**src/rtl/frame_bit_reducer.sv**
```systemverilog
// frame_bit_reducer: folds every bit of a frame into one bit through a serial
// chain of a selectable Boolean operator. Words arrive over a valid/ready input
// and the frame result is presented over a valid/ready output.
// Optional feature: define FRAME_BIT_REDUCER_WORD_COUNT_EN to add the
// saturating word counter and the out_word_count port.

// One link of the serial chain: p_out = op(p_in, b) when en, else p_in.
module frame_bit_reducer_step #(
    parameter int OP = 5
) (
    input  logic p_in,
    input  logic b,
    input  logic en,
    output logic p_out
);
    // Disabled links pass the seed straight through.
    always_comb begin
        p_out = p_in;
        if (en) begin
            case (OP)
                0:       p_out = p_in & b;
                1:       p_out = ~(p_in & b);
                2:       p_out = p_in | b;
                3:       p_out = ~(p_in | b);
                4:       p_out = p_in ^ b;
                5:       p_out = ~(p_in ^ b);
                default: p_out = 1'b0;
            endcase
        end
    end
endmodule

module frame_bit_reducer #(
    parameter string OPERATION   = "XNOR",
    parameter int    WORD_WIDTH  = 8,
    parameter int    COUNT_WIDTH = 8
) (
    input  logic                  clock,
    input  logic                  clear,
    input  logic                  in_valid,
    output logic                  in_ready,
    input  logic [WORD_WIDTH-1:0] in_data,
    input  logic                  in_last,
    output logic                  out_valid,
    input  logic                  out_ready,
    output logic                  out_bit
`ifdef FRAME_BIT_REDUCER_WORD_COUNT_EN
    ,
    output logic [COUNT_WIDTH-1:0] out_word_count
`endif
);
    localparam int OP_SEL = (OPERATION == "AND")  ? 0 :
                            (OPERATION == "NAND") ? 1 :
                            (OPERATION == "OR")   ? 2 :
                            (OPERATION == "NOR")  ? 3 :
                            (OPERATION == "XOR")  ? 4 :
                            (OPERATION == "XNOR") ? 5 : -1;

    typedef enum logic {ACCUMULATE, HOLD} state_t;

    state_t state, state_next;
    logic   have_seed;  // chain already holds a seed for the current frame
    logic   acc;        // running chain value between words
    logic   fold;       // chain value after folding in_data
    logic   in_fire, out_fire;

    assign in_ready  = (state == ACCUMULATE) || out_ready;
    assign out_valid = (state == HOLD);
    assign in_fire   = in_valid && in_ready;
    assign out_fire  = out_valid && out_ready;

    // Serial chain across the word; bit 0 seeds a fresh frame, otherwise the
    // carried accumulator enters the first link. Every link applies the full
    // operator, so inverting operators invert at each step.
    generate
        if (OP_SEL >= 0) begin : g_chain
            logic [WORD_WIDTH:0] chain;
            assign chain[0] = have_seed ? acc : in_data[0];
            for (genvar i = 0; i < WORD_WIDTH; i++) begin : g_link
                frame_bit_reducer_step #(.OP(OP_SEL)) u_step (
                    .p_in (chain[i]),
                    .b    (in_data[i]),
                    .en   ((i == 0) ? have_seed : 1'b1),
                    .p_out(chain[i+1])
                );
            end
            assign fold = chain[WORD_WIDTH];
        end else begin : g_no_chain
            assign fold = 1'b0;
        end
    endgenerate

    // Next state: the last word moves to HOLD; leaving HOLD either starts a
    // new frame with the concurrent word or re-arms for one.
    always_comb begin
        state_next = state;
        case (state)
            ACCUMULATE: if (in_fire && in_last) state_next = HOLD;
            HOLD: begin
                if (out_fire) state_next = (in_fire && in_last) ? HOLD : ACCUMULATE;
            end
            default: state_next = ACCUMULATE;
        endcase
    end

    // State, chain accumulator and registered frame result.
    always_ff @(posedge clock) begin
        if (clear) begin
            state     <= ACCUMULATE;
            have_seed <= 1'b0;
            acc       <= 1'b0;
            out_bit   <= 1'b0;
        end else begin
            state <= state_next;
            if (in_fire) begin
                if (in_last) begin
                    out_bit   <= fold;
                    have_seed <= 1'b0;
                    acc       <= 1'b0;
                end else begin
                    acc       <= fold;
                    have_seed <= 1'b1;
                end
            end else if (out_fire) begin
                have_seed <= 1'b0;
            end
        end
    end

`ifdef FRAME_BIT_REDUCER_WORD_COUNT_EN
    logic [COUNT_WIDTH-1:0] cnt;
    logic [COUNT_WIDTH-1:0] cnt_inc;

    assign cnt_inc = (&cnt) ? cnt : cnt + 1'b1;

    // Saturating count of accepted words; latched with the result on the last word.
    always_ff @(posedge clock) begin
        if (clear) begin
            cnt            <= '0;
            out_word_count <= '0;
        end else if (in_fire) begin
            if (in_last) begin
                cnt            <= '0;
                out_word_count <= cnt_inc;
            end else begin
                cnt <= cnt_inc;
            end
        end else if (out_fire) begin
            cnt <= '0;
        end
    end
`endif

endmodule

```
**config.mk**
```make
export PLATFORM = sky130hd
export DESIGN_NAME = frame_bit_reducer
export DESIGN_NICKNAME = d
export VERILOG_FILES = /design/src/rtl/frame_bit_reducer.sv
export SDC_FILE = /design/constraint.sdc
export NUM_CORES = 1
export LEC_CHECK = 0
export CORE_AREA = 3 3 40 42
export CTS_CLUSTER_DIAMETER = 100
export DETAILED_ROUTE_END_ITERATION = 7
export DIE_AREA = 0 0 43 45
export GPL_TIMING_DRIVEN = 0
export REMOVE_ABC_BUFFERS = 1
export SLEW_MARGIN = 5
export SYNTH_ARGS = -nofsm -noshare
export SYNTH_HDL_FRONTEND = slang
export SYNTH_SLANG_ARGS = --single-unit
```
**constraint.sdc**
```tcl
create_clock -name clock -period 1.95 [get_ports clock]
set_input_delay 0.2925 -clock clock [delete_from_list [all_inputs] [get_ports clock]]
set_output_delay 0.2925 -clock clock [all_outputs]
set_load 0.05 [all_outputs]
```
* After elaboration in Yosys (flattened, before gate mapping)
Index checks and enable logic that the tools add are counted.
Storage, ports and cells: RAM bits 0, output and inout bits 3, word-level logic and storage cells 36, memories kept 0, memory bits (read-only) 0, register bits after elaboration 4, input port bits 13, bits in latches 0
Cells by class: eq/ne operators 0, reductions and logical operators 6, order comparisons 0, multiply operators 0, bitwise logic cells 17, add/subtract/negate cells 0, mux-type cells 9, div/mod/pow operators 0, shift operators 0
Operators with widths (count):
- NOT 1 bit | 9
- 2-to-1 mux 1 bit | 8
- XOR 1 bit | 8
- logical AND 1 bit | 3
- one-hot mux 1 bit (2 select lines) | 1
- AND reduction 2 bit | 1
- nonzero test 2 bit | 1
- logical OR 1 bit | 1

* Depth between registers and ports, before layout
depth after elaboration 19, mapped depth 4, mapped depth without buffers 4

* Cells and area by module
From an unflattened synthesis, not the netlist that was laid out.
Unflattened totals: cell total of the unflattened synthesis 37, area total of the unflattened synthesis 419.2 um^2
Modules (own cells, without submodules):
- frame_bit_reducer_step | sequential area each 0.0 um^2, area an instance 30.0 um^2, cells each 2, times used 8
- frame_bit_reducer | sequential area each 80.1 um^2, area an instance 178.9 um^2, cells each 21, times used 1

* Worst setup path before layout
Ideal clock, no wire load.
kind flip-flop to flip-flop, from register state (netlist: out_valid), to register acc, arrival time 1.876 ns, path buffers 0, stages on the path, launching flop included 5, setup slack -0.048 ns, required time 1.828 ns, library setup time 0.122 ns, period minus slack after synthesis 1.998 ns, cells stage by stage dfxtp_1 > nand2b_1 > nand3b_1 > and4b_1 > a311o_1
On the way: longest elaborated chain between the ends 3
Ends and longest elaborated chain:
- from (decl) | RTL line 61 | state_t state, state_next;
- from (signal assigned) | RTL line 114 | state <= state_next;
- NOT 1 bit
- logical OR 1 bit | RTL line 67 | assign in_ready = (state == ACCUMULATE) || out_ready;
- net in_ready | RTL line 41 | output logic in_ready,
- logical AND 1 bit | RTL line 69 | assign in_fire = in_valid && in_ready;
- to (signal assigned) | RTL line 121 | acc <= fold;
- to (decl) | RTL line 63 | logic acc;
The timed path passes the listed nets, and every way through them passes these cells. A chain may end at the register's enable or synchronous reset.

* Final worst setup path
from input port out_ready, to output port in_ready
On the way: longest elaborated chain between the ends 1
Ends and longest elaborated chain:
- from (decl) | RTL line 45 | input logic out_ready,
- logical OR 1 bit | RTL line 67
- to (decl) | RTL line 41
No other way between the ends.

==> results summary <==
The per-cell via count in the routed design is 4.183. The cts-stage hold buffer count came out at 0. After clock tree synthesis, the setup repair step added 0 buffers. The first-pass detailed-route iteration total came out at 1.

In this run the deepest clock path goes through 2 buffers. The number of standard cells in the layout, taps in and fillers out is 60. The sequential cell area came out at 80.08 um2. The number of warnings printed during yosys synthesis came out at 0. Sorting the synthesized cells by area gives the leading types as sky130_fd_sc_hd__dfxtp_1 31%, sky130_fd_sc_hd__xnor2_1 17%, sky130_fd_sc_hd__xnor3_1 8.8%, sky130_fd_sc_hd__xnor2_2 6.3%, sky130_fd_sc_hd__a21oi_1 5.9%.

The hold-critical path depth came out at 2. The total of buffers placed on input and output ports is 15. The worst setup path is launched from an input port. The portion of the clock cycle consumed by the worst path in the final layout came out at 90.55%. In this run the critical register-to-register path is captured at acc. The TritonCTS clock tree is built. The total die area came out at 1935 um2. The maximum ir drop on the vdd rail is 0.2243 mV. In the final layout, the multi-input gates occupy 168.9 um2. At the end of routability-driven placement, the weighted congestion stood at 0.7016. The die span in x is 43 um. The startpoint of the worst register-to-register path is out_valid. The kind of critical path is in -> out. The worst clock skew came out at 0.0005329 ns. The final core utilization came out at 34.76%.

The post-synthesis cell type with the largest combined area is sky130_fd_sc_hd__dfxtp_1. The all-layer global routing usage is 6.417%. The later pin in the worst-skew pair is clocked with a latency of 0.23 ns. The number of instances in the synthesized netlist came out at 27. Power spread over the standard cell area amounts to 657.0 nW/um2. The leakage power figure is 0.1745 nW.

The flow ran to the end, and the final reports show no timing, DRC or antenna violations. The max-slew violation count is 0. The most critical setup path has its endpoint at in_ready.

The count of boundary I/O pins is 16. The total overflow reported by the global router is 0. The data arrival time at the worst-slack endpoint came out at 1.47 ns. The measured slew at the worst slew-check pin came out at 0.4976 ns.

The pin count of the biggest net entering global routing is 7. The total count of hold-check failures in the final report is 0. The placed wire-length estimate after detailed placement is 473.1 um. The portion of the post-synthesis area used by sequential elements is 31.22%. The routed wire length is 539 um. Counting the buffers created by CTS gives 3. In this design, the stage delay of the slowest critical-path cell is 0.55 ns. In this run the clock root is driven by a sky130_fd_sc_hd__clkbuf_4. The post-placement cell count came out at 57. Detailed routing inserted a total of 251 vias. The initial antenna violation count came out at 0. The floorplan core area came out at 1285 um2. The tightest slew margin relative to the limit came out at 66.72%. The area growth from synthesis to layout is 74.15%. The number of levels in the clock H-tree is 1.

The initial cell density of the core is 19.96%. The clock transition at the registers of the reported paths came out at 0.04 ns. After routing, the total negative slack on setup checks comes to 0 ns. The worst hold slack after final layout came out at 0.4462 ns. For the worst flop-to-flop path, the logic depth is 4. The most common cell after layout, fill and taps aside is sky130_fd_sc_hd__clkdlybuf4s50_1. The synthesized netlist contains 16 unique library cells. The number of setup violations in the final report is 0.

The post-route antenna net violation count came out at 0. Setup repair after global routing left no endpoint under its margin. The final net count is 60. The register-to-register path setup slack is 0.68 ns.

The row count came out at 13. The slowest stage of the critical path belongs to the cell sky130_fd_sc_hd__dlygate4sd2_1. The total clock sinks is 4. The post-synthesis average cell area is 9.500 um2. The number of global-route vias before repair is 218.

For this run, design rule violations remaining after detail routing come to 0. The top cell types in the final layout, fill and taps aside, are 14 x sky130_fd_sc_hd__clkdlybuf4s50_1, 5 x sky130_fd_sc_hd__xnor2_1, 4 x sky130_fd_sc_hd__dfxtp_1. The post-synthesis cell area came out at 256.5 um2. Measured along the y axis, the die boundary spans 45 um. The start point of the critical path is out_ready. The wire length per cell came out at 8.983 um.

The signal on the critical path passes through clkdlybuf4s50_1 > nand2b_1 > dlygate4sd2_1. The detailed router finished its first iteration with 0 violations. The proportion of layout cells with a drive suffix above 1 came out at 8.889%. The highest clock frequency the design can meet came out at 566.3 MHz. The count of inserted antenna diode cells is 0. The tightest min-delay check is of the reg -> reg type.

STA classifies the critical path endpoint as an output pin. The maximum fanout encountered on the critical timing path is 6. The final-layout fill cell count is 144. The tool flagged a number of max-cap violations equal to 0. The worst path in the final design needs a cycle of 1.766 ns, including I/O delays and setup. The data required time at the worst endpoint is 1.66 ns. In this run the biggest area consumer among cell types represents 31.22% of the synthesized area.

The number of synthesized register bits came out at 4. The first global-routing pass estimated 848 um of wire.
[critical path: cells and delay by family]
kind | cells | cell delay (ns)
simple gates | 1 | 0.18
buf+inv | 2 | 0.99
[sequential cells by signal, indices dropped and copies added, names as in the netlist]
register and flops:
out_valid 1, acc 1, out_bit 1, have_seed 1
[final cells by class]
| type | count | area share [%] |
|---|---|---|
| well taps | 15 | 4.202 |
| inverters | 2 | 1.681 |
| repair buffers | 15 | 33.33 |
| clock buffers | 3 | 5.042 |
| flip-flops and latches | 4 | 17.93 |
| multi-input cells | 21 | 37.82 |
[routing by layer]
metal  vias up  part of all wire, %  track usage (%)
met5         -                    0                0
met4         0                    0            7.229
met3         0                   13            3.187
met2        13                   42            8.982
met1       104                   44            6.522
li1        134                    -                -
[report_power, final]
| group | internal (mW) | switching, mW |
|---|---|---|
| clock network | 0.0686 | 0.0299 |
| logic | 0.0591 | 0.0438 |
| registers | 0.0889 | 0.00322 |
| total | 0.217 | 0.0769 |
[cells in the mapped netlist]
cell	number
sky130_fd_sc_hd__xnor2_1	5
sky130_fd_sc_hd__dfxtp_1	4
sky130_fd_sc_hd__a21oi_1	3
sky130_fd_sc_hd__inv_1	2
sky130_fd_sc_hd__nand2_1	2
sky130_fd_sc_hd__a311o_1	1
sky130_fd_sc_hd__and4b_1	1
sky130_fd_sc_hd__nand2b_1	1
sky130_fd_sc_hd__nand3_1	1
sky130_fd_sc_hd__nand3b_1	1
sky130_fd_sc_hd__nor2b_1	1
sky130_fd_sc_hd__nor4_1	1
sky130_fd_sc_hd__o21a_1	1
sky130_fd_sc_hd__o21ai_0	1
sky130_fd_sc_hd__xnor2_2	1
sky130_fd_sc_hd__xnor3_1	1
[repair_timing]
| item | in CTS | in global routing |
|---|---|---|
| gates resized for setup | 1 | 0 |
| endpoints found under the setup margin | 1 | 0 |
| endpoints found under the hold margin | 0 | 0 |
[stage by stage]
stage | total power, mW | setup WS, ns | instance area, um2
finish | 0.2935 | 0.1842 | 446.7
global route | 0.3114 | 0.1009 | 446.7
CTS | 0.3005 | 0.1821 | 446.7
detailed placement | 0.1978 | -0.09439 | 425.4
global placement | 0.1966 | -0.1063 | 425.4
floorplan | 0.1564 | -0.04831 | 256.5
[cells by family (layout without fill, tap and decap cells)]
kind of cell / count (synthesis) / count (layout) / share of synthesized area (%)
and+or+nand+nor: 8 / 8 / 19.03
xor gates and xnor gates: 7 / 7 / 32.20
AOI/OAI and AO/OA: 6 / 6 / 14.63
DFF: 4 / 4 / 31.22
buffers and inverters: 2 / 20 / 2.928
[worst min path at each step]
stage	from	end
floorplan	clear	have_seed
global placement	have_seed	have_seed
detailed placement	have_seed	have_seed
CTS	have_seed	have_seed
global route	have_seed	have_seed
finish	have_seed	have_seed
(Power assumes the default switching activity.)
